File: config.mk
export PLATFORM = sky130hd
export DESIGN_NAME = mult_booth_param
export DESIGN_NICKNAME = d
export VERILOG_FILES = /design/src/rtl/mult_booth_param.sv
export SDC_FILE = /design/constraint.sdc
export NUM_CORES = 1
export LEC_CHECK = 0
export ABC_AREA = 1
export ABC_CLOCK_PERIOD_IN_PS = 3400
export CORE_UTILIZATION = 30
export CTS_CLUSTER_DIAMETER = 30
export DETAILED_ROUTE_END_ITERATION = 8
export HOLD_SLACK_MARGIN = 0.12
export PLACE_DENSITY = 0.55
export SETUP_SLACK_MARGIN = 0.15
export SLEW_MARGIN = 10
export SYNTH_ARGS = -nofsm -noshare
export SYNTH_HDL_FRONTEND = slang
export SYNTH_SLANG_ARGS = --single-unit
File: constraint.sdc
create_clock -name clk -period 3.4 [get_ports clk]
set_input_delay 0.68 -clock clk [delete_from_list [all_inputs] [get_ports clk]]
set_output_delay 0.68 -clock clk [all_outputs]
set_load 0.02 [all_outputs]
File: src/rtl/mult_booth_param.sv
// Sequential radix-2 Booth multiplier with a start/busy/done handshake, signed or unsigned.
// Optional MULT_ZERO_SKIP_EN: a zero operand finishes in one cycle.
module mult_booth_param #(
  parameter int unsigned WIDTH = 32
) (
  input  logic             clk,
  input  logic             reset,
  input  logic [WIDTH-1:0] in_A,
  input  logic [WIDTH-1:0] in_B,
  input  logic             is_signed,
  input  logic             start_operation,
  output logic             busy,
  output logic             stop_operation,
  output logic [WIDTH-1:0] HI,
  output logic [WIDTH-1:0] LO
);

  localparam int unsigned     CntW    = $clog2(WIDTH + 2);
  localparam logic [CntW-1:0] LastCnt = CntW'(WIDTH);

  typedef enum logic [1:0] {StIdle, StRun, StDone} state_e;

  state_e          state_q, state_d;
  logic [WIDTH:0]  m_q, m_d;
  logic [WIDTH:0]  a_q, a_d;
  logic [WIDTH:0]  q_q, q_d;
  logic            qm1_q, qm1_d;
  logic [CntW-1:0] cnt_q, cnt_d;
  logic [WIDTH-1:0] hi_q, hi_d;
  logic [WIDTH-1:0] lo_q, lo_d;
  logic            stop_q, stop_d;

  logic [WIDTH:0]  a_sum;
  logic            zero_skip;

`ifdef MULT_ZERO_SKIP_EN
  assign zero_skip = (in_A == '0) || (in_B == '0);
`else
  assign zero_skip = 1'b0;
`endif

  // Booth recoding of the pair {Q[0], Q-1}; wraps modulo 2^(WIDTH+1).
  always_comb begin
    a_sum = a_q;
    unique case ({q_q[0], qm1_q})
      2'b10:   a_sum = a_q - m_q;
      2'b01:   a_sum = a_q + m_q;
      default: a_sum = a_q;
    endcase
  end

  always_comb begin
    state_d = state_q;
    m_d     = m_q;
    a_d     = a_q;
    q_d     = q_q;
    qm1_d   = qm1_q;
    cnt_d   = cnt_q;
    hi_d    = hi_q;
    lo_d    = lo_q;
    stop_d  = 1'b0;
    unique case (state_q)
      StIdle: begin
        if (start_operation) begin
          m_d   = {is_signed & in_B[WIDTH-1], in_B};
          q_d   = {is_signed & in_A[WIDTH-1], in_A};
          a_d   = '0;
          qm1_d = 1'b0;
          cnt_d = '0;
          if (zero_skip) begin
            q_d     = '0;
            state_d = StDone;
          end else begin
            state_d = StRun;
          end
        end
      end
      StRun: begin
        a_d   = {a_sum[WIDTH], a_sum[WIDTH:1]};
        q_d   = {a_sum[0], q_q[WIDTH:1]};
        qm1_d = q_q[0];
        cnt_d = cnt_q + 1'b1;
        if (cnt_q == LastCnt) begin
          state_d = StDone;
        end
      end
      StDone: begin
        // Product {A, Q} truncated to 2*WIDTH bits.
        hi_d    = {a_q[WIDTH-2:0], q_q[WIDTH]};
        lo_d    = q_q[WIDTH-1:0];
        stop_d  = 1'b1;
        state_d = StIdle;
      end
      default: state_d = StIdle;
    endcase
  end

  always_ff @(posedge clk or negedge reset) begin
    if (!reset) begin
      state_q <= StIdle;
      m_q     <= '0;
      a_q     <= '0;
      q_q     <= '0;
      qm1_q   <= 1'b0;
      cnt_q   <= '0;
      hi_q    <= '0;
      lo_q    <= '0;
      stop_q  <= 1'b0;
    end else begin
      state_q <= state_d;
      m_q     <= m_d;
      a_q     <= a_d;
      q_q     <= q_d;
      qm1_q   <= qm1_d;
      cnt_q   <= cnt_d;
      hi_q    <= hi_d;
      lo_q    <= lo_d;
      stop_q  <= stop_d;
    end
  end

  assign busy           = (state_q != StIdle);
  assign stop_operation = stop_q;
  assign HI             = hi_q;
  assign LO             = lo_q;

endmodule

==> impl_metrics.tcl <==
set metrics [dict create \
    r2r_slack_ps 240 \
    boundaryPins 134 \
    antenna_cells 0 \
    seq_area_frac_synth_pct 42.5 \
    max_stage_delay_ps 400 \
    cp_cell_sequence "inv_2 -> nand2_1 -> nor2_4 -> nand2_2 -> nor2_4 -> nand3_4 -> o21ai_4 -> nand2_4 -> o21ai_1 -> nand2_1 -> ha_2 -> nand2_1 -> nor2_2 -> nand2_2 -> nor2_1 -> nand2_1 -> nand3_1 -> nand3_1 -> a21oi_1" \
    drive_above_1_share_pct 9.08 \
    place_hpwl_um 22300 \
    clk_latency_ps 440 \
    fin_nets 1623 \
    core_area_mm2 0.0329 \
    antenna_found_initial 0 \
    met1_usage_pct 25.3 \
    rsz0062_at_grt "yes" \
    worstSetupStartpointType "register" \
    synth_top_family_by_area "simple AND/OR/NAND/NOR gates" \
    worst_hold_path_type "input port to asynchronous set/reset pin" \
    cts_tree "done" \
    post-route-period-util_pct 92.9 \
    critical-path-top-delay-family "simple AND/OR/NAND/NOR gates" \
    r2r_cells 19 \
    synthCells 1384 \
    pre_cts_ws_ps -5.29 \
    numCtsBuffers 17 \
    syn_area_mm2 0.0101 \
    viasPerCell 4.59 \
    relSlewSlack_pct 54.9 \
    wire_per_inst_um 14.9 \
    fmax_mhz 317 \
    cp_common_cell "nand2_1" \
    synth-xor-area-share_pct 2.86 \
    fin_crit_ps 3160 \
    worstSetupPathType "register to register" \
    top_usage_layer "met2" \
    drc_errors 0 \
    use_met2_pct 27.8 \
    r2r_start "m_q[4]$_DFFE_PN0P_" \
    hold_viol 0 \
    n_fill_cell 3533 \
    grt_pass1_vias 8844 \
    die_w_um 186 \
    synth_fa_ha_area_share_pct 4.65 \
    endpoint_kind "register" \
    finClkSkew_ps 13.7 \
    grt_usage_pct 17.8 \
    ys_seq_elements 172 \
    clock_sinks 172 \
    grt_pass1_wl_um 47200 \
    worst-path-buf-inv 1 \
    synth_compound_area_share_pct 15.0 \
    start_util_pct 30.8 \
    die-area_mm2 0.0345 \
    status "finished, final reports clean" \
    first_iter_violations 701 \
    wirelength_um 29400 \
    clockBufferDepth 2 \
    ys_types 47 \
    worst_ep_required_time_ps 3770 \
    grt_use_met3_pct 2.76 \
    worstPathArrival_ps 3530 \
    final.setup.worst_slack_ps 242 \
    setup_viol 0 \
    synthMuxAreaShare_pct 0 \
    path_clk_slew_ps 70 \
    ant_nets 0 \
    grt_max_degree 96 \
    grt-ovfl-total 0 \
    r2r-end "a_q[30]$_DFFE_PN0P_" \
    synthesis.nets 1489 \
    chipHeight_um 186 \
    synthSimpleGateAreaFrac_pct 24.8 \
    maxCapViolCount 0 \
    critPathSlowestCell "dfrtp_1" \
    num_rows 66 \
    htreeDepth 4 \
    yosysWarnings 0 \
    path_max_fanout 5 \
    drv_slew 0 \
    worst_pin_slew_ps 677 \
    clockRootBuffer "clkbuf_16" \
    drt_pass1_iterations 5 \
    cts_hold_buf 0 \
    io_buffers 133 \
    globalplace.congestion 0.922 \
    vias 9050 \
    avgSynthCellArea_um2 7.31 \
    areaGrowthSynthToFinish_pct 26.9 \
]
==> state kept, by name (all words and copies together), names as in the netlist <==
| register | flops |
|---|---|
| stop_operation | 1 |
| q_q | 33 |
| m_q | 33 |
| state_q | 2 |
| qm1_q | 1 |
| a_q | 32 |
| cnt_q | 6 |
| LO | 32 |
| HI | 32 |
==> placed cells by master (no fill, tap or decap), drive strengths merged <==
cell           instances
a21boi                12
a21o                   1
a21oi                 83
a22oi                 21
a2bb2oi                2
a31oi                  3
a32oi                  1
a41oi                  1
and2                   2
and3                   1
buf                   28
bufinv                 1
clkbuf                19
clkdlybuf4s50        132
clkinv                 4
clkinvlp               1
dfrtp                172
fa                     1
ha                    36
inv                  229
nand2                425
nand3                 68
nand3b                 4
nand4                  7
nor2                  79
nor3                   7
nor4                   5
o211ai                 1
o21ai                116
o21bai                 1
o221ai                 1
o22ai                 25
o31ai                  2
or2                    6
xnor2                  4
xor2                  29
==> synthesized netlist by cell type (all sizes together) <==
master	n	area share [%]
a21boi	12	0.89
a21o	1	0.074
a21oi	83	4.1
a22oi	21	1.6
a2bb2oi	2	0.17
a31oi	3	0.19
a32oi	1	0.087
a41oi	1	0.087
and2	2	0.12
and3	1	0.062
buf	22	1.0
clkbuf	23	0.85
dfrtp	172	43
fa	1	0.20
ha	36	4.5
inv	223	8.3
nand2	425	16
nand3	68	3.6
nand3b	4	0.30
nand4	7	0.43
nor2	79	3.2
nor3	7	0.35
nor4	5	0.52
o211ai	1	0.074
o21ai	116	5.9
o21bai	1	0.074
o221ai	1	0.087
o22ai	25	1.5
o31ai	2	0.15
or2	6	0.37
xnor2	4	0.35
xor2	29	2.5
==> worst reg2reg max path, stage by stage (launching register included) <==
cell and delay, ps:
dfrtp_1 400, inv_2 100, nand2_1 100, nor2_4 120, nand2_2 70, nor2_4 150
nand3_4 110, o21ai_4 240, nand2_4 90, o21ai_1 130, nand2_1 90, ha_2 390
nand2_1 120, nor2_2 250, nand2_2 140, nor2_1 130, nand2_1 130, nand3_1 110
nand3_1 70, a21oi_1 130
==> metal layers <==
metal  vias up  part of all wire, %
li1       4676                    -
met1      4176                   50
met2       178                   44
met3        20                  4.5
met4         0                  1.3
met5         -                    0
==> worst max path at each step <==
stage | from | to | cells past startpoint
2_1_floorplan | q_q[0]$_DFFE_PN0P_ | a_q[14]$_DFFE_PN0P_ | 17
3_3_place_gp | m_q[0]$_DFFE_PN0P_ | a_q[27]$_DFFE_PN0P_ | 18
3_5_place_dp | m_q[0]$_DFFE_PN0P_ | a_q[27]$_DFFE_PN0P_ | 18
4_1_cts | m_q[0]$_DFFE_PN0P_ | a_q[30]$_DFFE_PN0P_ | 19
5_1_grt | m_q[6]$_DFFE_PN0P_ | a_q[26]$_DFFE_PN0P_ | 20
6_report | m_q[4]$_DFFE_PN0P_ | a_q[30]$_DFFE_PN0P_ | 19
==> logic make-up (layout without fill, tap and decap cells) <==
kind of cell    after synthesis  in the layout
compound gates              270            270
xor+xnor                     33             33
fa+ha+maj                    37             37
buf+inv                     268            414
flops                       172            172
simple gates                604            604
==> through the flow <==
step	hold slack [ps]	util (%)	cell area (um2)	TNS, ps	instances
2_1_floorplan	384	-	10100	0	1384
5_1_grt	242	39.1	12800	0	1972
6_report	213	39.1	12800	0	1972
3_5_place_dp	460	36.4	12000	-5.29	1930
3_3_place_gp	459	36.4	12000	0	1930
4_1_cts	230	38.2	12600	0	1961
==> cell type report <==
cell class | count | area [um2] | share of cell area [%]
Clock buffer | 19 | 443 | 3.45
Multi-Input combinational cell | 944 | 5030 | 39.1
Tap cell | 442 | 553 | 4.31
Timing Repair Buffer | 160 | 1550 | 12.1
Inverter | 223 | 838 | 6.53
Sequential cell | 172 | 4300 | 33.5
Clock inverter | 12 | 129 | 1.00
==> repair_timing <==
action	4_1_cts	5_1_grt
setup endpoints to repair	6	17
pin swaps	0	18
buffers inserted	0	11
gates resized for setup	6	52
Power is not shown: default switching activity piles up to over one toggle a cycle in this logic, so the estimate is an artifact.
==> RTL edit, RTL diff (same settings) <==
`hi_q` no longer has a reset.
--- a/src/rtl/mult_booth_param.sv
+++ b/src/rtl/mult_booth_param.sv
@@ -104,5 +104,4 @@
       qm1_q   <= 1'b0;
       cnt_q   <= '0;
-      hi_q    <= '0;
       lo_q    <= '0;
       stop_q  <= 1'b0;
@@ -114,8 +113,11 @@
       qm1_q   <= qm1_d;
       cnt_q   <= cnt_d;
-      hi_q    <= hi_d;
       lo_q    <= lo_d;
       stop_q  <= stop_d;
     end
+  end
+
+  always_ff @(posedge clk) begin
+    hi_q <= hi_d;
   end
 
Check against the original RTL: no difference found for any inputs over 10 cycles, from zero or initial values and one cycle with reset low; that may be too few to reach the edited logic, so the function may still have changed.
==> RTL edit against the unedited design <==
Design area is 1.7% lower; first-iteration DRC count fell by 28%; area after synthesis fell by 1.5%; hold slack lost 0.082 ns; sequential cell count is the same; via count fell by 4.1%; routed wire length is 2.5% lower; critical path depth up 1; sequential share of layout area rose by 1.8 points; setup slack improved by 0.13 ns.
Power is left out: the tool's default activity adds up to more than one toggle a clock period on the data nets, which glitch-free logic cannot reach.
==> RTL edit: results <==
set metrics [dict create \
    status "complete, no violations" \
    synthFlopType "dfrtp_1" \
    diodes 0 \
    clk_pin_slew_ns 0.08 \
    antenna_found_initial 3 \
    numPortBuffers 133 \
    drt-total-wl_mm 28.7 \
    dr.pass1.iters 5 \
    synth_adder_area_share_pct 4.72 \
    synthTopCellsByArea "dfrtp_1, nand2_1, edfxtp_1, inv_1, ha_1" \
    r2r-end "a_q[29]" \
    vias_per_cell 4.62 \
    drive_gt1_share_pct 9.47 \
    htree_levels 4 \
    grt_use_total_pct 17.6 \
    postRouteAntennaNets 0 \
    fin_nets 1528 \
    r2r_start "m_q[0]" \
    clock_latency_ns 0.45 \
    ys_async_sr_fraction_pct 81.4 \
    clk_path_buf_depth 2 \
    dp_slack_ns 0.263 \
    rrSetupSlack_ns 0.37 \
    path_max_fanout 5 \
    grt_max_degree 75 \
    synth_edf_count 32 \
    fillCellCount 3380 \
    dp_hpwl_mm 21.0 \
    synth-xor-area-share_pct 2.90 \
    drt_iter0_markers 508 \
    worstMarginPinSlew_ns 0.913 \
    ys_top_cells_by_count "nand2_1, inv_1, dfrtp_1" \
    skew_ns 0.0147 \
    place_area_mm2 0.0118 \
    synth_fp_nets 1398 \
    seq_area_frac_synth_pct 44.8 \
    ys_warn_count 0 \
    tritoncts.num_buffers 17 \
    place_congestion 0.921 \
    ys_types 47 \
    synth_compound_area_share_pct 13.7 \
    grt_pass1_vias 8417 \
    cp_data_arrival_time_ns 3.40 \
    hp-class "in -> async" \
    reg_top3 "m_q (33), q_q (33)" \
    ff2ff_path_depth 20 \
    synth.mux.area_fraction_pct 0 \
    cts_root_buf "clkbuf_16" \
    grt_pass1_wl_mm 46.0 \
]
[RTL edit: cell count changes in the layout (fill, tap and decap cells not counted), sizes merged, moves of 15 or more]
cell | unedited run | this run
o21ai | 116 | 78
nand2 | 425 | 388
dfrtp | 172 | 140
edfxtp | 0 | 32
inv | 229 | 204
or2 | 6 | 21
[RTL edit: timing repair]
item / 4_1_cts / 5_1_grt
gates resized for setup: 0 / 41
hold endpoints to repair: 0 / 0
buffers inserted: 0 / 3
endpoints found under the setup margin: 0 / 18
[RTL edit: worst max path at each step]
stage,start,to,slack (ns),depth (start not counted)
after floorplan,q_q[0],a_q[14],0.79,16
after global placement,m_q[0],a_q[30],0.28,19
after detailed placement,m_q[0],a_q[28],0.26,19
after CTS,m_q[0],a_q[28],0.23,19
after global routing,m_q[0],a_q[30],0.13,19
final,m_q[0],a_q[29],0.37,20
[RTL edit: cell type report]
type	count	area (µm²)	area share, %
flip-flops and latches	172	4460	35.4
inverters	197	739	5.86
multi-input cells	886	4800	38.1
repair buffers	149	1480	11.7
clock inverters	13	153	1.21
well taps	442	553	4.38
clock buffers	19	433	3.43
[RTL edit: stage by stage]
step	cells	hold WS, ns
after global routing	1878	0.148
after global placement	1843	0.471
after detailed placement	1843	0.476
final	1878	0.131
after floorplan	1293	0.384
after CTS	1875	0.139
[RTL edit: cell families (layout without fill, tap and decap cells)]
family,Yosys count,count (layout)
flops,172,172
fa+ha+maj,37,37
buf+inv,235,378
simple gates,582,582
compound gates,234,234
xor+xnor,33,33
[RTL edit: worst max-delay path, cell delays in order, from the launching register on]
cell and delay [ns]:
dfrtp_1 0.40, inv_2 0.09, ha_1 0.19, nand3_2 0.13, nor2_4 0.13, nand2_1 0.08, nand2_1 0.10, o21a_2 0.21
nand2_4 0.10, nor2_4 0.12, xor2_2 0.23, ha_4 0.26, nand2_1 0.10, inv_1 0.07, a21oi_1 0.14, nand2_1 0.08
a21oi_2 0.13, nand2_1 0.07, nand2_1 0.05, nand3_1 0.10, a21oi_1 0.17
[RTL edit: layer usage]
layer | GRT usage [%] | up-vias | routed length [µm]
met5 | 0 | - | 43
met4 | 5.20 | 6 | 483
met3 | 4.45 | 33 | 1680
met2 | 26.6 | 192 | 12400
met1 | 24.5 | 4037 | 14100
li1 | - | 4415 | -
